[config.mk]
export PLATFORM = sky130hd
export DESIGN_NAME = fixed_swish_pipelined_flat
export DESIGN_NICKNAME = d
export VERILOG_FILES = /design/src/rtl/fixed_swish_pkg.sv /design/src/rtl/fixed_swish_pipelined_if.sv /design/src/rtl/fixed_sigmoid_pla.sv /design/src/rtl/fixed_swish_pipelined.sv /design/src/flat_wrapper.sv
export SDC_FILE = /design/constraint.sdc
export NUM_CORES = 1
export LEC_CHECK = 0
export ABC_AREA = 1
export BUFFER_PORTS_ARGS = -buffer_cell sky130_fd_sc_hd__buf_2
export CAP_MARGIN = 20
export CORE_MARGIN = 4
export CORE_UTILIZATION = 40
export CTS_CLUSTER_SIZE = 25
export DETAILED_ROUTE_END_ITERATION = 10
export GPL_ROUTABILITY_DRIVEN = 0
export GPL_TIMING_DRIVEN = 0
export PLACE_DENSITY_LB_ADDON = 0.25
export REMOVE_ABC_BUFFERS = 1
export SYNTH_ARGS = -nofsm -noshare
export SYNTH_HDL_FRONTEND = slang
export SYNTH_SLANG_ARGS = --single-unit
[constraint.sdc]
create_clock -name clk -period 5 [get_ports clk]
set_input_delay 0.5 -clock clk [delete_from_list [all_inputs] [get_ports clk]]
set_output_delay 0.5 -clock clk [all_outputs]
set_load 0.005 [all_outputs]
[src/rtl/fixed_swish_pkg.sv]
// fixed_swish_pkg: shared PLAN sigmoid constants and width helpers for fixed_swish_pipelined
package fixed_swish_pkg;
    // Breakpoints are held in eighths so 1.0, 2.375 and 5.0 are all exact integers.
    localparam int BP_FRAC = 3;
    localparam int BP_ONE = 8;
    localparam int BP_MID = 19;
    localparam int BP_SAT = 40;
    // Segment slopes are 2^-SLOPE_*: a/4, a/8, a/32.
    localparam int SLOPE_LO = 2;
    localparam int SLOPE_MID = 3;
    localparam int SLOPE_HI = 5;
    // Offsets are held in 32nds: 0.5, 0.625, 0.84375.
    localparam int OFS_FRAC = 5;
    localparam int OFS_LO = 16;
    localparam int OFS_MID = 20;
    localparam int OFS_HI = 27;

    function automatic int iabs(input int v);
        return v < 0 ? -v : v;
    endfunction

    // Signed x times unsigned sigmoid carried as signed with one extra zero bit.
    function automatic int prod_width(input int in_w, input int sig_frac);
        return in_w + sig_frac + 2;
    endfunction
endpackage

[src/rtl/fixed_swish_pipelined_if.sv]
// fixed_swish_pipelined_if: N-lane valid/ready stream bundle
// Ports: data [N] lanes of W bits, valid, ready; master drives data/valid, slave drives ready.
interface fixed_swish_pipelined_if #(
    parameter int W = 8,
    parameter int N = 1
);
    logic [W-1:0] data [N];
    logic valid;
    logic ready;
    modport master (output data, output valid, input ready);
    modport slave (input data, input valid, output ready);
endinterface

[src/rtl/fixed_sigmoid_pla.sv]
// fixed_sigmoid_pla: combinational one-lane PLAN sigmoid, s = sigmoid(z) truncated to SIGMOID_FRAC bits
// Ports: z signed IN_W bits with IN_FRAC fractional bits; s unsigned SIGMOID_FRAC+1 bits in [0,1].
module fixed_sigmoid_pla
    import fixed_swish_pkg::*;
#(
    parameter int IN_W = 8,
    parameter int IN_FRAC = 4,
    parameter int SIGMOID_FRAC = 8
) (
    input  logic signed [IN_W-1:0] z,
    output logic [SIGMOID_FRAC:0] s
);
    // One spare bit so |z| of the most negative input still fits.
    localparam int AW = IN_W + 1;
    // Exact PLAN value carries the input fraction plus the 1/32 offset resolution.
    localparam int EF = IN_FRAC + OFS_FRAC;
    localparam int CW = (AW + OFS_FRAC + 1 > SIGMOID_FRAC + 2) ? AW + OFS_FRAC + 1 : SIGMOID_FRAC + 2;
    localparam logic [CW-1:0] ONE = CW'(1) << EF;
    logic signed [AW-1:0] zw;
    logic [AW-1:0] a;
    logic [CW-1:0] ac, pos, ex;
    logic lt_one, lt_mid, lt_sat;
    assign zw = {z[IN_W-1], z};
    assign a = zw[AW-1] ? -zw : zw;
    assign ac = CW'(a);
    // Compare a*8 against breakpoint-in-eighths * 2^IN_FRAC so 2.375 is exact at any input fraction.
    assign lt_one = (ac << BP_FRAC) < (CW'(BP_ONE) << IN_FRAC);
    assign lt_mid = (ac << BP_FRAC) < (CW'(BP_MID) << IN_FRAC);
    assign lt_sat = (ac << BP_FRAC) < (CW'(BP_SAT) << IN_FRAC);
    assign pos = !lt_sat ? ONE :
                 !lt_mid ? (ac << (OFS_FRAC - SLOPE_HI)) + (CW'(OFS_HI) << IN_FRAC) :
                 !lt_one ? (ac << (OFS_FRAC - SLOPE_MID)) + (CW'(OFS_MID) << IN_FRAC) :
                           (ac << (OFS_FRAC - SLOPE_LO)) + (CW'(OFS_LO) << IN_FRAC);
    // Symmetry is applied on the exact value, before truncation.
    assign ex = z[IN_W-1] ? ONE - pos : pos;
    localparam int RS = EF - SIGMOID_FRAC;
    if (RS >= 0) begin : g_trunc
        assign s = (SIGMOID_FRAC + 1)'(ex >> RS);
    end else begin : g_ext
        assign s = (SIGMOID_FRAC + 1)'(ex << (-RS));
    end
endmodule

[src/rtl/fixed_swish_pipelined.sv]
// fixed_swish_pipelined: 3-stage valid/ready Swish y = x * sigmoid(2^BETA_SHIFT * x), rounded and saturated
// Ports: clk; rst (sync, active-high); data_in_0 slave stream of N signed x lanes;
//        data_out_0 master stream of N swish lanes; data_out_0_sat [N-1:0] per-lane saturation
//        flag, present only when FIXED_SWISH_SAT_FLAG_EN is defined.
module fixed_swish_pipelined
    import fixed_swish_pkg::*;
#(
    parameter int DATA_IN_0_PRECISION_0 = 8,
    parameter int DATA_IN_0_PRECISION_1 = 4,
    parameter int DATA_IN_0_TENSOR_SIZE_DIM_0 = 10,
    parameter int DATA_IN_0_TENSOR_SIZE_DIM_1 = 1,
    parameter int DATA_IN_0_PARALLELISM_DIM_0 = 1,
    parameter int DATA_IN_0_PARALLELISM_DIM_1 = 1,
    parameter int DATA_OUT_0_PRECISION_0 = 8,
    parameter int DATA_OUT_0_PRECISION_1 = 4,
    parameter int SIGMOID_FRAC = 8,
    parameter int BETA_SHIFT = 0
) (
    input logic clk,
    input logic rst,
    fixed_swish_pipelined_if.slave data_in_0,
    fixed_swish_pipelined_if.master data_out_0
`ifdef FIXED_SWISH_SAT_FLAG_EN
    ,
    output logic [DATA_IN_0_PARALLELISM_DIM_0*DATA_IN_0_PARALLELISM_DIM_1-1:0] data_out_0_sat
`endif
);
    // Tensor shape is informational; the zero-weighted term only keeps it referenced.
    localparam int N = DATA_IN_0_PARALLELISM_DIM_0 * DATA_IN_0_PARALLELISM_DIM_1
                       + 0 * (DATA_IN_0_TENSOR_SIZE_DIM_0 + DATA_IN_0_TENSOR_SIZE_DIM_1);
    localparam int IN_W = DATA_IN_0_PRECISION_0;
    localparam int IN_FRAC = DATA_IN_0_PRECISION_1;
    localparam int OUT_W = DATA_OUT_0_PRECISION_0;
    localparam int OUT_FRAC = DATA_OUT_0_PRECISION_1;
    localparam int SF = SIGMOID_FRAC;
    // z keeps every bit of x: a left shift grows the integer part, a right shift grows the fraction.
    localparam int ZW = IN_W + iabs(BETA_SHIFT);
    localparam int ZF = IN_FRAC + (BETA_SHIFT < 0 ? -BETA_SHIFT : 0);
    localparam int ZL = BETA_SHIFT > 0 ? BETA_SHIFT : 0;
    localparam int PW = prod_width(IN_W, SF);
    localparam int PF = IN_FRAC + SF;
    localparam int RW = PW + 1 + (OUT_FRAC > PF ? OUT_FRAC - PF : 0);
    localparam int XW = (RW > OUT_W ? RW : OUT_W) + 1;
    localparam logic signed [XW-1:0] MAXV = {{(XW - OUT_W + 1){1'b0}}, {(OUT_W - 1){1'b1}}};
    localparam logic signed [XW-1:0] MINV = {{(XW - OUT_W + 1){1'b1}}, {(OUT_W - 1){1'b0}}};

    logic v1, v2, v3, load1, load2, load3;
    logic [IN_W-1:0] x1 [N];
    logic [IN_W-1:0] x2 [N];
    logic signed [ZW-1:0] z1 [N];
    logic signed [ZW-1:0] z_d [N];
    logic [SF:0] s2 [N];
    logic [SF:0] s_d [N];
    logic [OUT_W-1:0] y3 [N];
    logic [OUT_W-1:0] y_d [N];
`ifdef FIXED_SWISH_SAT_FLAG_EN
    logic [N-1:0] sat_d;
`endif

    // A stage may load when empty or when its content moves on this edge.
    assign load3 = !v3 || data_out_0.ready;
    assign load2 = !v2 || load3;
    assign load1 = !v1 || load2;
    assign data_in_0.ready = load1;
    assign data_out_0.valid = v3;
    assign data_out_0.data = y3;

    for (genvar i = 0; i < N; i++) begin : g_lane
        logic signed [PW-1:0] p;
        logic signed [RW-1:0] r;
        logic signed [XW-1:0] rx;
        logic hi, lo;
        assign z_d[i] = ZW'($signed(data_in_0.data[i])) <<< ZL;
        fixed_sigmoid_pla #(
            .IN_W(ZW),
            .IN_FRAC(ZF),
            .SIGMOID_FRAC(SF)
        ) u_sig (
            .z(z1[i]),
            .s(s_d[i])
        );
        assign p = $signed(x2[i]) * $signed({1'b0, s2[i]});
        if (OUT_FRAC < PF) begin : g_rnd
            logic signed [PW:0] t;
            // Round half up: add half an output LSB, then floor via arithmetic shift.
            assign t = (PW + 1)'(p) + ((PW + 1)'(1) <<< (PF - OUT_FRAC - 1));
            assign r = t >>> (PF - OUT_FRAC);
        end else begin : g_shl
            assign r = RW'(p) <<< (OUT_FRAC - PF);
        end
        assign rx = XW'(r);
        assign hi = rx > MAXV;
        assign lo = rx < MINV;
        assign y_d[i] = hi ? MAXV[OUT_W-1:0] : lo ? MINV[OUT_W-1:0] : rx[OUT_W-1:0];
`ifdef FIXED_SWISH_SAT_FLAG_EN
        assign sat_d[i] = hi || lo;
`endif
    end

    always_ff @(posedge clk) begin
        if (rst) begin
            v1 <= 1'b0;
            v2 <= 1'b0;
            v3 <= 1'b0;
            for (int i = 0; i < N; i++) y3[i] <= '0;
`ifdef FIXED_SWISH_SAT_FLAG_EN
            data_out_0_sat <= '0;
`endif
        end else begin
            if (load1) begin
                v1 <= data_in_0.valid;
                x1 <= data_in_0.data;
                z1 <= z_d;
            end
            if (load2) begin
                v2 <= v1;
                x2 <= x1;
                s2 <= s_d;
            end
            if (load3) begin
                v3 <= v2;
                y3 <= y_d;
`ifdef FIXED_SWISH_SAT_FLAG_EN
                data_out_0_sat <= sat_d;
`endif
            end
        end
    end
endmodule
[src/flat_wrapper.sv]
// flat-port wrapper written by rule: the top's interface ports become plain ports
module fixed_swish_pipelined_flat import fixed_swish_pkg::*;
#(
    parameter int DATA_IN_0_PRECISION_0 = 8,
    parameter int DATA_IN_0_PRECISION_1 = 4,
    parameter int DATA_IN_0_TENSOR_SIZE_DIM_0 = 10,
    parameter int DATA_IN_0_TENSOR_SIZE_DIM_1 = 1,
    parameter int DATA_IN_0_PARALLELISM_DIM_0 = 1,
    parameter int DATA_IN_0_PARALLELISM_DIM_1 = 1,
    parameter int DATA_OUT_0_PRECISION_0 = 8,
    parameter int DATA_OUT_0_PRECISION_1 = 4,
    parameter int SIGMOID_FRAC = 8,
    parameter int BETA_SHIFT = 0
)
  (clk, rst, data_in_0_data, data_in_0_valid, data_in_0_ready, data_out_0_data, data_out_0_valid, data_out_0_ready);
  fixed_swish_pipelined_if data_in_0_i ();
  fixed_swish_pipelined_if data_out_0_i ();
  input logic clk;
  input logic rst;
  input wire logic [$bits(data_in_0_i.data)-1:0] data_in_0_data;
  input wire logic [$bits(data_in_0_i.valid)-1:0] data_in_0_valid;
  output wire logic [$bits(data_in_0_i.ready)-1:0] data_in_0_ready;
  output wire logic [$bits(data_out_0_i.data)-1:0] data_out_0_data;
  output wire logic [$bits(data_out_0_i.valid)-1:0] data_out_0_valid;
  input wire logic [$bits(data_out_0_i.ready)-1:0] data_out_0_ready;
  assign data_in_0_i.data = {>>{data_in_0_data}};
  assign data_in_0_i.valid = data_in_0_valid;
  assign data_in_0_ready = data_in_0_i.ready;
  assign data_out_0_data = {>>{data_out_0_i.data}};
  assign data_out_0_valid = data_out_0_i.valid;
  assign data_out_0_i.ready = data_out_0_ready;
  fixed_swish_pipelined #(.DATA_IN_0_PRECISION_0(DATA_IN_0_PRECISION_0), .DATA_IN_0_PRECISION_1(DATA_IN_0_PRECISION_1), .DATA_IN_0_TENSOR_SIZE_DIM_0(DATA_IN_0_TENSOR_SIZE_DIM_0), .DATA_IN_0_TENSOR_SIZE_DIM_1(DATA_IN_0_TENSOR_SIZE_DIM_1), .DATA_IN_0_PARALLELISM_DIM_0(DATA_IN_0_PARALLELISM_DIM_0), .DATA_IN_0_PARALLELISM_DIM_1(DATA_IN_0_PARALLELISM_DIM_1), .DATA_OUT_0_PRECISION_0(DATA_OUT_0_PRECISION_0), .DATA_OUT_0_PRECISION_1(DATA_OUT_0_PRECISION_1), .SIGMOID_FRAC(SIGMOID_FRAC), .BETA_SHIFT(BETA_SHIFT)) u_core (.clk(clk), .rst(rst), .data_in_0(data_in_0_i), .data_out_0(data_out_0_i));
endmodule
Word level (Yosys, flattened, before mapping)
Cells that the tools add are included.
{"block": "totals", "reg_bits": 36, "out_inout_bits": 10}
{"block": "classes", "addsub": 6, "n_mul": 1, "magnitude_cmp": 5, "muxes": 7, "bitwise": 1, "reduce_logical": 8}
{"operator": "$mux W10", "count": 4}
{"operator": "$add A10 B9 Y10 const B", "count": 2}
{"operator": "$add A18 B9 Y19 const B", "count": 1}
{"operator": "$mul A8 B10 Y18", "count": 1}
{"operator": "$mux W8", "count": 2}
{"operator": "$lt A12 B10 Y1 const B", "count": 1}
{"operator": "$lt A12 B8 Y1 const B", "count": 1}
{"operator": "$lt A12 B9 Y1 const B", "count": 1}
{"operator": "$gt A11 B8 Y1 const B", "count": 1}
{"operator": "$lt A11 B8 Y1 const B", "count": 1}
{"operator": "$add A9 B9 Y10 const B", "count": 1}
{"operator": "$sub A10 B10 Y10 const A", "count": 1}
{"operator": "$mux W9", "count": 1}
{"operator": "$neg A8 Y9", "count": 1}
{"operator": "$reduce_and A2 Y1", "count": 2}
{"operator": "$logic_not A1 Y1", "count": 3}
{"operator": "$logic_or A1 B1 Y1", "count": 3}
{"operator": "$not A1 Y1", "count": 1}

Longest topological paths before layout
{"block": "depth", "depth_word": 8, "mapped_depth": 22, "depth_no_buf": 22}

Cells and area by module
Synthesis repeated with hierarchy kept, for this count alone.
{"block": "hier_totals", "hier_cells": 639, "hier_area_um2": 4832.1}
{"module": "fixed_swish_pipelined", "n_inst": 1, "cells_each": 480, "area_per_inst_um2": 3957.5, "seq_area_each_um2": 970.9}
{"module": "fixed_sigmoid_pla", "n_inst": 1, "cells_each": 159, "area_per_inst_um2": 874.6, "seq_area_each_um2": 0.0}

Least setup slack after synthesis
No wires, ideal clock.
{"block": "synth_path", "kind": "reg2reg", "from": "reg u_core.x2[5] in the netlist's numbering", "to": "reg u_core.y3, in the netlist u_core.data_out_0.data[0]", "setup_ns": 0.129, "arrival_ns": 4.489, "slack_ns": 0.382, "path_stages_with_launch": 19, "path_buffers": 1, "cell_sequence": "edfxtp_1 clkbuf_1 nand2_1 fa_1 fa_1 inv_1 fa_1 fa_1 fa_1 ha_1 nand2_1 o21ai_1 nand2_1 nand2_1 nand3_1 nand3_1 nand2_1 a21oi_2 a21oi_1"}
{"block": "synth_between", "elab_chain_len": 5, "word_cells_on_any_way": 6, "classes_between": "add/sub (1); mul (1); order compare (2); mux (2)"}
{"element": "start, declared", "line_no": "fixed_swish_pipelined.sv:49", "rtl": "logic [IN_W-1:0] x2 [N];"}
{"element": "start signal, assigned", "line_no": "fixed_swish_pipelined.sv:117", "rtl": "x2 <= x1;"}
{"element": "$mul A8 B10 Y18 *", "line_no": "fixed_swish_pipelined.sv:82", "rtl": "assign p = $signed(x2[i]) * $signed({1'b0, s2[i]});"}
{"element": "$add A18 B9 Y19 *", "line_no": "fixed_swish_pipelined.sv:86", "rtl": "assign t = (PW + 1)'(p) + ((PW + 1)'(1) <<< (PF - OUT_FRAC - 1));"}
{"element": "$lt A11 B8 Y1", "line_no": "fixed_swish_pipelined.sv:93", "rtl": "assign lo = rx < MINV;"}
{"element": "$mux W8", "line_no": "fixed_swish_pipelined.sv:94", "rtl": "assign y_d[i] = hi ? MAXV[OUT_W-1:0] : lo ? MINV[OUT_W-1:0] : rx[OUT_W-1:0];"}
{"element": "$mux W8 *", "line_no": "fixed_swish_pipelined.sv:94"}
{"element": "end signal, assigned", "line_no": "fixed_swish_pipelined.sv:122", "rtl": "y3 <= y_d;"}
{"element": "end, declared", "line_no": "fixed_swish_pipelined.sv:54", "rtl": "logic [OUT_W-1:0] y3 [N];"}
Mark *: on every way between the ends. The rest lies on a longest branch, timed or not.
A chain may end at the register's enable or synchronous reset.

Final worst setup path
{"block": "layout_path", "from": "reg u_core.s2[2] in the netlist's numbering", "to": "reg u_core.y3, in the netlist u_core.data_out_0.data[1]"}
{"block": "layout_between", "elab_chain_len": 5, "word_cells_on_any_way": 6, "classes_between": "add/sub (1); mul (1); order compare (2); mux (2)"}
{"element": "start, declared", "line_no": "fixed_swish_pipelined.sv:52", "rtl": "logic [SF:0] s2 [N];"}
{"element": "start signal, assigned", "line_no": "fixed_swish_pipelined.sv:118", "rtl": "s2 <= s_d;"}
{"element": "$mul A8 B10 Y18 *", "line_no": "fixed_swish_pipelined.sv:82"}
{"element": "$add A18 B9 Y19 *", "line_no": "fixed_swish_pipelined.sv:86"}
{"element": "$lt A11 B8 Y1", "line_no": "fixed_swish_pipelined.sv:93"}
{"element": "$mux W8", "line_no": "fixed_swish_pipelined.sv:94"}
{"element": "$mux W8 *", "line_no": "fixed_swish_pipelined.sv:94"}
Marks and branches as above.

==> flow_metrics.tcl <==
set metrics [dict create \
    outcome "finished clean" \
    min_period_over_period 0.959 \
    drt_wl_total_mm 9.89 \
    cts_tree "built" \
    antennaDiodeCount 0 \
    hold_viol 0 \
    htreeDepth 2 \
    rows 39 \
    dp.cells 773 \
    cap_violations 0 \
    drtAntennaViolNets 0 \
    fmax_mhz 209 \
    ir_drop_mv 0.460 \
    netlist_area_mm2 0.00482 \
    r2r_slack_ns 0.20 \
    cp-start-kind "flip-flop" \
    finalMaxSlewViolations 0 \
    insertion_delay_ns 0.29 \
    grt_antenna_before_repair 0 \
    syn-mean-instance-area_um2 7.70 \
    root_buffer "clkbuf_16" \
    dr.pass1.iters 4 \
    clockBufferDepth 2 \
    hold-worst-slack_ns 0.384 \
    die_x_um 118 \
    cts_buffers 5 \
    synth-seq-cells 36 \
    drive_gt1_frac 0.155 \
    design.core.area_mm2 0.0116 \
    ys_types 41 \
    via_per_inst 4.85 \
    syn_inst 626 \
    grt_overflow 0 \
    end_kind "flip-flop" \
    slew_headroom 0.472 \
    start_util 0.415 \
    num_io_pins 22 \
    vias 3891 \
    grt_pass1_wl_mm 17.3 \
    skew_ns 0.00847 \
    crit_arrival_ns 5.02 \
    grt_usage 0.148 \
    cts.sinks 36 \
    wire_per_inst_um 12.3 \
    criticalPathCategory "flip-flop to flip-flop" \
    ys_seq_area_frac 0.201 \
    place.port_buffers 21 \
    p_leak_nw 3.11 \
    synth-async-reset-ratio 0 \
    die_y_um 118 \
    synth_ff_type "edfxtp_1" \
    grt_pass1_vias 3747 \
    grt_max_degree 24 \
    cp_max_fo 7 \
    hpwl_mm 7.93 \
    fin_crit_ns 4.80 \
    setup_tns_ns 0 \
    utilization 0.472 \
    synth_edf_count 25 \
    nets 778 \
    worstMarginPinSlew_ns 0.792 \
    dieArea_mm2 0.0139 \
    syn2layout_area_growth_pct 13.6 \
    clk_pin_slew_ns 0.06 \
    power_density_mw_per_mm2 654 \
    ys_warn_count 0 \
    drc 0 \
    drtIter0Drc 155 \
    min_path_type "input port to flip-flop" \
    setup_viol 0 \
    cp.required_ns 5.22 \
    instances_no_fill 803 \
]
==> worst paths after layout <==
path | depth (start not counted) | startpoint | endpoint
setup / recovery | 18 | u_core.s2[2] | u_core.data_out_0.data[1]
setup reg to reg | 18 | u_core.s2[2] | u_core.data_out_0.data[1]
hold reg to reg | 2 | u_core.data_out_0.data[7] | u_core.data_out_0.data[7]
hold / removal | 1 | data_in_0_data[7] | u_core.x1[7]
==> layer usage <==
metal,track usage,wire length (µm),up-vias
met5,0,0,-
met4,0.0352,101,0
met3,0.0202,326,7
met2,0.238,4720,58
met1,0.212,4750,1827
li1,-,-,1999
==> layout by cell type, fill, tap and decap left out, drive strengths merged, types with 9 or more instances in the layout <==
| cell | Yosys | routed |
|---|---|---|
| a21oi | 26 | 26 |
| buf | 2 | 43 |
| dfxtp | 11 | 11 |
| edfxtp | 25 | 25 |
| fa | 41 | 41 |
| ha | 66 | 66 |
| inv | 135 | 135 |
| nand2 | 179 | 179 |
| nand3 | 30 | 30 |
| nor2 | 38 | 38 |
| o21ai | 20 | 20 |
| xor2 | 9 | 9 |
==> layout make-up <==
cell class / instances / area [µm²]
Clock buffer: 7 / 133
Inverter: 135 / 507
Fill cell: 1139 / 6140
Timing Repair Buffer: 43 / 270
Sequential cell: 36 / 971
Tap cell: 143 / 179
Clock inverter: 1 / 8.76
Multi-Input combinational cell: 438 / 3410
==> stage by stage <==
step           setup slack (ns)  power [mW]  instance area, µm²
3_5_place_dp             -0.136        2.78                5030
6_report                  0.204        3.58                5480
5_1_grt                 -0.0546        4.01                5480
2_1_floorplan             0.465        2.29                4750
3_3_place_gp            -0.0566        2.76                5030
4_1_cts                  0.0832        3.13                5270
==> sequential cells by signal, summed over array words and instances, names as in the netlist <==
register,cells
u_core.s2,9
u_core.v1,1
u_core.data_out_0.valid,1
u_core.x2,8
u_core.x1,8
u_core.data_out_0.data,8
u_core.v2,1
==> report_power, final <==
part	total (mW)	switching, mW	internal [mW]	leakage [nW]
sequential	0.433	0.0529	0.380	0.337
combinational	2.84	1.61	1.23	2.70
clock	0.302	0.117	0.186	0.0681
total	3.58	1.78	1.80	3.11
==> logic make-up (layout without fill, tap and decap cells) <==
group | Yosys count | after routing | share of synthesized area
fa+ha+maj | 107 | 107 | 0.341
flops | 36 | 36 | 0.201
compound gates | 58 | 58 | 0.0680
simple gates | 260 | 260 | 0.245
xor+xnor | 13 | 13 | 0.0236
buf+inv | 152 | 186 | 0.121
==> cell usage after synthesis, types with 4 or more instances <==
| cell type | number | area [µm²] |
|---|---|---|
| nand2_1 | 165 | 619 |
| inv_1 | 132 | 495 |
| ha_1 | 66 | 826 |
| fa_1 | 41 | 821 |
| nor2_1 | 31 | 116 |
| a21oi_1 | 25 | 125 |
| edfxtp_1 | 25 | 751 |
| nand3_1 | 24 | 120 |
| o21ai_0 | 16 | 80.1 |
| clkbuf_1 | 15 | 56.3 |
| dfxtp_1 | 11 | 220 |
| nand2_2 | 11 | 68.8 |
| xor2_1 | 9 | 78.8 |
| nand3_2 | 6 | 60.1 |
| xnor2_1 | 4 | 35.0 |
==> what timing repair did <==
action | 4_1_cts | 5_1_grt
buffers inserted | 12 | 10
hold buffers | 0 | 0
setup endpoints to repair | 7 | 8
pin swaps | 0 | 12
gates resized for setup | 2 | 23
==> critical path, stage by stage (launching register included) <==
cell and delay (ns):
edfxtp_1 0.50, nand2_1 0.13, fa_1 0.50, fa_1 0.49
inv_1 0.05, fa_1 0.54, fa_1 0.43, fa_1 0.52
ha_4 0.31, nand2_1 0.08, nor4_2 0.23, nand2_1 0.13
nand3_1 0.10, nand2_1 0.05, nand2_1 0.08, nand2_1 0.09
o21ai_4 0.21, nand2_1 0.12, a21oi_1 0.16
No activity file was read; power rests on OpenSTA's default activity.
